==> config.mk <==
export PLATFORM = sky130hd
export DESIGN_NAME = mult_hazard_control_unit_flat
export DESIGN_NICKNAME = d
export VERILOG_FILES = /design/src/rtl/mult_hazard_control_unit_if.sv /design/src/rtl/mult_hazard_control_unit.sv /design/src/flat_wrapper.sv
export SDC_FILE = /design/constraint.sdc
export NUM_CORES = 1
export LEC_CHECK = 0
export BUFFER_PORTS_ARGS = -buffer_cell sky130_fd_sc_hd__buf_2
export CAP_MARGIN = 20
export CORE_MARGIN = 4
export CORE_UTILIZATION = 41
export CTS_CLUSTER_DIAMETER = 60
export DETAILED_ROUTE_END_ITERATION = 10
export PLACE_DENSITY = 0.77
export SETUP_SLACK_MARGIN = 0.3
export SLEW_MARGIN = 40
export SYNTH_ARGS = -nofsm -noshare
export SYNTH_HDL_FRONTEND = slang
export SYNTH_SLANG_ARGS = --single-unit
==> constraint.sdc <==
create_clock -name clk -period 2.01 [get_ports clk]
set_input_delay 0.402 -clock clk [delete_from_list [all_inputs] [get_ports clk]]
set_output_delay 0.402 -clock clk [all_outputs]
set_load 0.1 [all_outputs]
==> src/rtl/mult_hazard_control_unit_if.sv <==
// ID-stage control bus: instruction fields in, datapath controls and MUL handshake out.
interface mult_hazard_control_unit_if;
  logic       instr_valid;
  logic [6:0] opcode;
  logic [6:0] funct7;
  logic       branch_taken;
  logic       flush_in;
  logic [1:0] alu_op;
  logic       reg_dst, branch, mem_read, mem_2_reg, mem_write, alu_src, reg_write, jump;
  logic       flush, mul_sel, mul_start, mul_done, stall, busy;

  modport master (
    output instr_valid, opcode, funct7, branch_taken, flush_in,
    input  alu_op, reg_dst, branch, mem_read, mem_2_reg, mem_write, alu_src, reg_write, jump,
    input  flush, mul_sel, mul_start, mul_done, stall, busy
  );

  modport slave (
    input  instr_valid, opcode, funct7, branch_taken, flush_in,
    output alu_op, reg_dst, branch, mem_read, mem_2_reg, mem_write, alu_src, reg_write, jump,
    output flush, mul_sel, mul_start, mul_done, stall, busy
  );
endinterface

==> src/rtl/mult_hazard_control_unit.sv <==
// Decode-stage control: opcode decode, branch/jump flush, and a MUL sequencer that
// holds the MUL in ID for MUL_LATENCY cycles while the multiplier runs.
module mult_hazard_control_unit #(
  parameter int MUL_LATENCY = 4,
  parameter int CNT_W       = 4,
  parameter bit ENABLE_MUL  = 1'b1
) (
  input  logic clk,
  input  logic arst_n,
  mult_hazard_control_unit_if.slave bus
);

  localparam logic [6:0] OP_R  = 7'b0110011;
  localparam logic [6:0] OP_I  = 7'b0010011;
  localparam logic [6:0] OP_BR = 7'b1100011;
  localparam logic [6:0] OP_J  = 7'b1101111;
  localparam logic [6:0] OP_LD = 7'b0000011;
  localparam logic [6:0] OP_ST = 7'b0100011;

  typedef enum logic {IDLE, BUSY} state_e;

  typedef struct packed {
    logic [1:0] alu_op;
    logic       alu_src;
    logic       mem_2_reg;
    logic       reg_write;
    logic       mem_read;
    logic       mem_write;
    logic       branch;
    logic       jump;
  } ctrl_t;

  state_e           state_q, state_d;
  logic [CNT_W-1:0] cnt_q, cnt_d;
  ctrl_t            dec, ctrl, mul_ctrl, bubble;
  logic             is_mul, live;
  logic             flush_d, sel_d, start_d, done_d, stall_d;

  always_comb begin
    dec        = '0;
    dec.alu_op = 2'b10;
    case (bus.opcode)
      OP_R:  dec.reg_write = 1'b1;
      OP_I:  begin dec.alu_op = 2'b00; dec.alu_src = 1'b1; dec.reg_write = 1'b1; end
      OP_BR: begin dec.alu_op = 2'b01; dec.branch = 1'b1; end
      OP_J:  begin dec.alu_op = 2'b00; dec.reg_write = 1'b1; dec.jump = 1'b1; end
      OP_LD: begin
        dec.alu_op = 2'b00; dec.alu_src = 1'b1; dec.mem_2_reg = 1'b1;
        dec.reg_write = 1'b1; dec.mem_read = 1'b1;
      end
      OP_ST: begin dec.alu_op = 2'b00; dec.alu_src = 1'b1; dec.mem_write = 1'b1; end
      default: ;
    endcase
  end

  // MUL controls are fixed: the frozen IF/ID means the opcode seen in BUSY is not trusted.
  always_comb begin
    mul_ctrl           = '0;
    mul_ctrl.alu_op    = 2'b10;
    mul_ctrl.reg_write = 1'b1;
    bubble             = mul_ctrl;
    bubble.reg_write   = 1'b0;
  end

  assign is_mul = ENABLE_MUL && (bus.opcode == OP_R) && (bus.funct7 == 7'b0000001);
  assign live   = arst_n && bus.instr_valid && !bus.flush_in;

  always_comb begin
    state_d = state_q;
    cnt_d   = cnt_q;
    ctrl    = '0;
    flush_d = 1'b0;
    sel_d   = 1'b0;
    start_d = 1'b0;
    done_d  = 1'b0;
    stall_d = 1'b0;
    case (state_q)
      IDLE: begin
        if (live) begin
          if (is_mul) begin
            start_d = 1'b1;
            if (MUL_LATENCY == 1) begin
              ctrl   = mul_ctrl;
              sel_d  = 1'b1;
              done_d = 1'b1;
            end else begin
              ctrl    = bubble;
              stall_d = 1'b1;
              state_d = BUSY;
              cnt_d   = CNT_W'(MUL_LATENCY - 1);
            end
          end else begin
            ctrl    = dec;
            flush_d = (dec.branch && bus.branch_taken) || dec.jump;
          end
        end
      end
      BUSY: begin
        if (arst_n && bus.flush_in) begin
          state_d = IDLE;
          cnt_d   = '0;
        end else if (live) begin
          if (cnt_q > CNT_W'(1)) begin
            ctrl    = bubble;
            stall_d = 1'b1;
            cnt_d   = cnt_q - CNT_W'(1);
          end else begin
            ctrl    = mul_ctrl;
            sel_d   = 1'b1;
            done_d  = 1'b1;
            state_d = IDLE;
            cnt_d   = '0;
          end
        end
      end
      default: begin
        state_d = IDLE;
        cnt_d   = '0;
      end
    endcase
  end

  always_ff @(posedge clk or negedge arst_n) begin
    if (!arst_n) begin
      state_q <= IDLE;
      cnt_q   <= '0;
    end else begin
      state_q <= state_d;
      cnt_q   <= cnt_d;
    end
  end

  assign bus.alu_op    = ctrl.alu_op;
  assign bus.reg_dst   = 1'b0;
  assign bus.branch    = ctrl.branch;
  assign bus.mem_read  = ctrl.mem_read;
  assign bus.mem_2_reg = ctrl.mem_2_reg;
  assign bus.mem_write = ctrl.mem_write;
  assign bus.alu_src   = ctrl.alu_src;
  assign bus.reg_write = ctrl.reg_write;
  assign bus.jump      = ctrl.jump;
  assign bus.flush     = flush_d;
  assign bus.mul_sel   = sel_d;
  assign bus.mul_start = start_d;
  assign bus.mul_done  = done_d;
  assign bus.stall     = stall_d;
  assign bus.busy      = (state_q == BUSY);

endmodule

==> src/flat_wrapper.sv <==
// flat-port wrapper written by rule: the top's interface ports become plain ports
module mult_hazard_control_unit_flat 
#(
  parameter int MUL_LATENCY = 4,
  parameter int CNT_W       = 4,
  parameter bit ENABLE_MUL  = 1'b1
)
  (clk, arst_n, bus_instr_valid, bus_opcode, bus_funct7, bus_branch_taken, bus_flush_in, bus_alu_op, bus_reg_dst, bus_branch, bus_mem_read, bus_mem_2_reg, bus_mem_write, bus_alu_src, bus_reg_write, bus_jump, bus_flush, bus_mul_sel, bus_mul_start, bus_mul_done, bus_stall, bus_busy);
  mult_hazard_control_unit_if bus_i ();
  input  logic clk;
  input  logic arst_n;
  input wire logic [$bits(bus_i.instr_valid)-1:0] bus_instr_valid;
  input wire logic [$bits(bus_i.opcode)-1:0] bus_opcode;
  input wire logic [$bits(bus_i.funct7)-1:0] bus_funct7;
  input wire logic [$bits(bus_i.branch_taken)-1:0] bus_branch_taken;
  input wire logic [$bits(bus_i.flush_in)-1:0] bus_flush_in;
  output wire logic [$bits(bus_i.alu_op)-1:0] bus_alu_op;
  output wire logic [$bits(bus_i.reg_dst)-1:0] bus_reg_dst;
  output wire logic [$bits(bus_i.branch)-1:0] bus_branch;
  output wire logic [$bits(bus_i.mem_read)-1:0] bus_mem_read;
  output wire logic [$bits(bus_i.mem_2_reg)-1:0] bus_mem_2_reg;
  output wire logic [$bits(bus_i.mem_write)-1:0] bus_mem_write;
  output wire logic [$bits(bus_i.alu_src)-1:0] bus_alu_src;
  output wire logic [$bits(bus_i.reg_write)-1:0] bus_reg_write;
  output wire logic [$bits(bus_i.jump)-1:0] bus_jump;
  output wire logic [$bits(bus_i.flush)-1:0] bus_flush;
  output wire logic [$bits(bus_i.mul_sel)-1:0] bus_mul_sel;
  output wire logic [$bits(bus_i.mul_start)-1:0] bus_mul_start;
  output wire logic [$bits(bus_i.mul_done)-1:0] bus_mul_done;
  output wire logic [$bits(bus_i.stall)-1:0] bus_stall;
  output wire logic [$bits(bus_i.busy)-1:0] bus_busy;
  assign bus_i.instr_valid = bus_instr_valid;
  assign bus_i.opcode = bus_opcode;
  assign bus_i.funct7 = bus_funct7;
  assign bus_i.branch_taken = bus_branch_taken;
  assign bus_i.flush_in = bus_flush_in;
  assign bus_alu_op = bus_i.alu_op;
  assign bus_reg_dst = bus_i.reg_dst;
  assign bus_branch = bus_i.branch;
  assign bus_mem_read = bus_i.mem_read;
  assign bus_mem_2_reg = bus_i.mem_2_reg;
  assign bus_mem_write = bus_i.mem_write;
  assign bus_alu_src = bus_i.alu_src;
  assign bus_reg_write = bus_i.reg_write;
  assign bus_jump = bus_i.jump;
  assign bus_flush = bus_i.flush;
  assign bus_mul_sel = bus_i.mul_sel;
  assign bus_mul_start = bus_i.mul_start;
  assign bus_mul_done = bus_i.mul_done;
  assign bus_stall = bus_i.stall;
  assign bus_busy = bus_i.busy;
  mult_hazard_control_unit #(.MUL_LATENCY(MUL_LATENCY), .CNT_W(CNT_W), .ENABLE_MUL(ENABLE_MUL)) u_core (.clk(clk), .arst_n(arst_n), .bus(bus_i));
endmodule
==> results.md, run 1 <==
- Run status: aborted with a tool error
- Failing step: clock tree synthesis
- Error message: [ERROR DPL-0033] detailed placement checks failed during check placement.
- Num ports: 35
- Post-Syn Instances: 76
- Mean post-synth cell area: 7.441 um^2
- Detailed-placement wirelength estimate: 1737 um
- Number of CTS-inserted buffers: 3
- Root buffer cell: clkbuf_4
- Flop and latch count out of synthesis: 5
- Maximum clock insertion buffer count: 2
- Post-CTS Setup Repair Bufs: 7
- Overall die height: 45.14 um
- Initial Utilization: 43.46%
- Count of standard-cell rows: 13
- Netlist cell types: 33
- Number of port buffers: 33
- Number of nets in the synthesized netlist: 97
- Post-cts resize count: 28
- Total clock sinks: 5
- H-tree depth: 1
- Combined area of all synthesized cells: 565.5 um^2
- Gp weighted congestion: 0.8933
- Horiz. Die Dim: 45.14 um
- Post-CTS Hold Buffers: 0
- Total of warnings raised by yosys: 0
- Part of the Yosys area used for sequential elements: 22.12%
==> cell usage after synthesis (all sizes together) <==
master | count | area, um^2
a21o | 1 | 8.760
dfrtp | 5 | 125.1
mux2 | 2 | 22.52
nor4b | 1 | 8.760
o32a | 1 | 10.01
nand2b | 1 | 6.260
nand2 | 8 | 30.03
and4 | 1 | 8.760
nand3b | 1 | 20.02
and3 | 1 | 6.260
nor2b | 1 | 6.260
buf | 5 | 37.54
or3 | 1 | 6.260
o21ai | 3 | 15.01
a21oi | 4 | 20.02
a31o | 1 | 8.760
nand4 | 4 | 25.02
nand3 | 2 | 10.01
o21bai | 1 | 7.510
o31ai | 1 | 7.510
ha | 2 | 25.02
a31oi | 1 | 6.260
or4 | 1 | 7.510
nor2 | 8 | 30.03
conb | 1 | 3.750
o211ai | 2 | 15.01
inv | 5 | 18.76
nor3 | 8 | 45.04
a32oi | 1 | 8.760
nand4b | 1 | 8.760
or2 | 1 | 6.260
==> cell families after synthesis <==
logic type                 share of synthesized area [%]
AOI/OAI and AO/OA                                  19.03
adders and majority gates                          4.424
buffers and inverters                              9.955
DFF                                                22.12
muxes                                              3.982
other                                             0.6631
and+or+nand+nor                                    39.83
==> per-stage QoR <==
stage	TNS [ns]	hold WS, ns	instance area (um^2)	worst slack (ns)	instances
2_1_floorplan	-5.678	0.1064	681.9	-0.6253	76
3_3_place_gp	0	0.3561	1072	0.05574	129
3_5_place_dp	-0.01559	0.3658	1072	-0.006952	129
==> run 2: changes to the inputs <==
--- a/config.mk
+++ b/config.mk
@@ -7,12 +7,10 @@
 export LEC_CHECK = 0
 export BUFFER_PORTS_ARGS = -buffer_cell sky130_fd_sc_hd__buf_2
 export CAP_MARGIN = 20
-export CORE_MARGIN = 4
-export CORE_UTILIZATION = 41
-export CTS_CLUSTER_DIAMETER = 60
+export CORE_AREA = 4 4 65 67
 export DETAILED_ROUTE_END_ITERATION = 10
-export PLACE_DENSITY = 0.77
-export SETUP_SLACK_MARGIN = 0.3
+export DIE_AREA = 0 0 69 71
+export PLACE_DENSITY_LB_ADDON = 0.15
 export SLEW_MARGIN = 40
 export SYNTH_ARGS = -nofsm -noshare
 export SYNTH_HDL_FRONTEND = slang
==> run 2 against run 1 <==
Against the previous run: synthesized cell count did not move; the flow now finishes, with violations (setup timing); synthesized area unchanged.
==> results.md, run 2 <==
- Worst-case hold slack: 0.1303 ns
- Layout overhead on the synthesized area: 140.5%
- Placed Cells incl. Taps: 168
- Fin cells: 179
- Via-to-Cell Ratio: 4.430
- Number of CTS-inserted buffers: 3
- Ranking of synthesized cells by area: dfrtp_1, buf_4, nor3_1
- P_int: 369.9 uW
- Achievable frequency: 0.4801 GHz
- Switching Power: 189.7 uW
- Clock latency of the later-clocked register in the worst-skew pair: 0.23 ns
- Maximum clock insertion buffer count: 2
- Period utilization: 103.6%
- Critical-path top delay cell: dfrtp_1
- Average detailed-routed wire length per instance: 12.52 um
- Core utilization of the finished layout: 37.43%
- Mean post-synth cell area: 7.441 um^2
- Count of standard-cell rows: 22
- Unrepaired setup endpoints after global routing: yes
- Top_reg_cell synth: dfrtp_1
- CP peak stage delay: 0.38 ns
- Share of Yosys cell area claimed by the top area cell type: 22.12%
- Antenna violations before repair: 0
- Switching Fraction: 33.90%
- Gp weighted congestion: 0.8085
- Tot Pwr: 559.6 uW
- Post-Place Setup Slack: -0.008572 ns
- Most common library cell in the layout ignoring fill and taps: buf_4
- Drt first-iter violations: 13
- Total vias in the final route: 793
- Hold/Removal Path Class: in2async
- Global-route wire length before repair: 3753 um
- Worst VDD drop: 168.6 uV
- Post-Syn Instances: 76
- DRC: 0
- Count of nets after finishing: 153
- Combined area of all synthesized cells: 565.5 um^2
- Power share of the clock group: 34.8%
- Total of warnings raised by yosys: 0
- CTS tree: done
- Flop and latch count out of synthesis: 5
- Router iterations before antenna repair: 4
- Detailed-placement wirelength estimate: 1761 um
- GR met3 Demand/Resource: 3.409%
- Setup ws final: -0.07290 ns
- Final min period: 2.083 ns
- Leak pwr: 0.0005488 uW
- Setup skew after layout: 0.006441 ns
- Most numerous cell types in the synthesized netlist: nand2_1, nor2_1, nor3_1
- Largest area contributor in the netlist: dfrtp_1
- H-tree depth: 1
- Violated checks: setup timing
- Overall track demand over capacity in global routing: 9.289%
- Root buffer cell: clkbuf_8
- Antenna diode instance count: 0
- Register bank with the most flops: u_core.cnt_q
- Share of cells above drive strength 1: 67.18%
- Required time reported for the critical path endpoint: 1.61 ns
- Met1 GRT Util: 10.48%
- Critical Path Source Type: flip-flop
- Crit-path max FO: 3
- Overall die height: 71 um
- Run status: finished, violations left
- Initial Utilization: 15.56%
- Horiz. Die Dim: 69 um
- Met2 layer usage reported by global route: 16.31%
- Busiest metal layer after global routing: met2
- Clock slew at the register clock pins of the worst setup and hold paths: 0.04 ns
- Post-CTS Hold Buffers: 0
- Most Frequent Cell on Critical Path: nor2_4
- Overall die area: 0.004899 mm^2
- Routed Wire Length: 2241 um
- Part of the total power dissipated in combinational logic: 39.9%
- Pin count of the biggest net entering global routing: 9
- Element type at the critical path end: output pin
- Data arrival, critical path: 1.68 ns
- Number of pins with negative max-slew slack in the final report: 0
- Number of max-cap violations: 0
- Hold Vio Cnt, Final: 0
- Number of port buffers: 33
- Number of nets in the synthesized netlist: 97
- GR Overflow Total: 0
- Part of the Yosys area used for sequential elements: 22.12%
- Crit-path cells: inv_2 -> ha_4 -> nor2_4 -> or3_4 -> nor2_4 -> buf_6 -> buf_12
- Power share of the sequential group: 25.3%
- Largest register FFs: 4
- Count of endpoints failing setup in the final report: 4
- Count of fill cells added during filler insertion: 384
- Total clock sinks: 5
- Power density of the placed cells: 411.4 mW/mm^2
- Core ar.: 0.003633 mm^2
- Async set-or-reset flop fraction in the synthesized netlist: 100.0%
- Netlist cell types: 33
- EDFF count, synth: 0
- Number of global-route vias before repair: 806
- Commonest cells after routing, fill and taps aside: buf_4, buf_2, buf_12
- Post-DRT Antenna Nets: 0
- Startpoint-to-endpoint class of the critical path: reg2out
- Num ports: 35
-- run 2: cell counts after synthesis --
No cell type changed its count.
-- run 2: area by class of cell --
| class | instances | area (um^2) | area share (%) |
|---|---|---|---|
| Inverter | 5 | 18.77 | 1.380 |
| Tap cell | 48 | 60.06 | 4.416 |
| Clock buffer | 4 | 45.04 | 3.312 |
| Timing Repair Buffer | 56 | 561.8 | 41.31 |
| Multi-Input combinational cell | 61 | 545.5 | 40.11 |
| Sequential cell | 5 | 128.9 | 9.476 |
-- run 2: logic make-up after synthesis --
group,share of synthesized area (%)
simple gates,39.83
compound gates,19.03
buf+inv,9.955
flops,22.12
mux,3.982
fa+ha+maj,4.424
other cells,0.6631
-- run 2: per-stage QoR --
| step | area (um^2) | TNS [ns] |
|---|---|---|
| 2_1_floorplan | 681.9 | -5.678 |
| 3_3_place_gp | 1159 | 0 |
| 3_5_place_dp | 1159 | -0.01701 |
| 4_1_cts | 1304 | -0.2211 |
| 5_1_grt | 1360 | -0.5529 |
| 6_report | 1360 | -0.2642 |
-- run 2: critical path, delay by kind of cell (launching register included) --
family	cells	cell delay (ns)
fa+ha+maj	1	0.16
buf+inv	3	0.41
simple gates	3	0.50
flops	1	0.38
-- run 2: what timing repair did --
| action | CTS | global route |
|---|---|---|
| hold endpoints to repair | 0 | 0 |
| setup endpoints to repair | 6 | 12 |
| buffers inserted | 5 | 2 |
| pin swaps | 2 | 1 |
| resized for setup | 13 | 8 |
-- run 2: power by group through the flow --
stage | combinational, uW | clock [uW] | sequential, uW
final | 223 | 195 | 142
after global routing | 240 | 207 | 144
after CTS | 195 | 198 | 138
after detailed placement | 151 | 0 | 138
after global placement | 150 | 0 | 138
after floorplan | 87.4 | 0 | 133
-- run 2: metal layers --
metal / part of all wire [%] / wire length [um]
met4: 0.62 / 14
met3: 5.8 / 131
met1: 43 / 969
met5: 0 / 0
met2: 50 / 1126
-- run 2: final timing paths --
check / cells after the start / startpoint / slack, ns / to
min in group clk: 2 / u_core.cnt_q[1]$_DFFE_PN0P_ / 0.61 / u_core.cnt_q[1]$_DFFE_PN0P_
worst max register to register: 7 / u_core.cnt_q[0]$_DFFE_PN0P_ / 0.34 / u_core.cnt_q[3]$_DFFE_PN0P_
worst max-delay path: 7 / u_core.cnt_q[1]$_DFFE_PN0P_ / -0.07 / bus_mul_sel
worst min-delay path: 2 / arst_n / 0.13 / u_core.cnt_q[3]$_DFFE_PN0P_
max in group asynchronous: 2 / arst_n / 1.73 / u_core.bus.busy$_DFF_PN0_
worst min register to register: 2 / u_core.cnt_q[1]$_DFFE_PN0P_ / 0.61 / u_core.cnt_q[1]$_DFFE_PN0P_
Note: power is estimated with default switching activity, not from simulation.
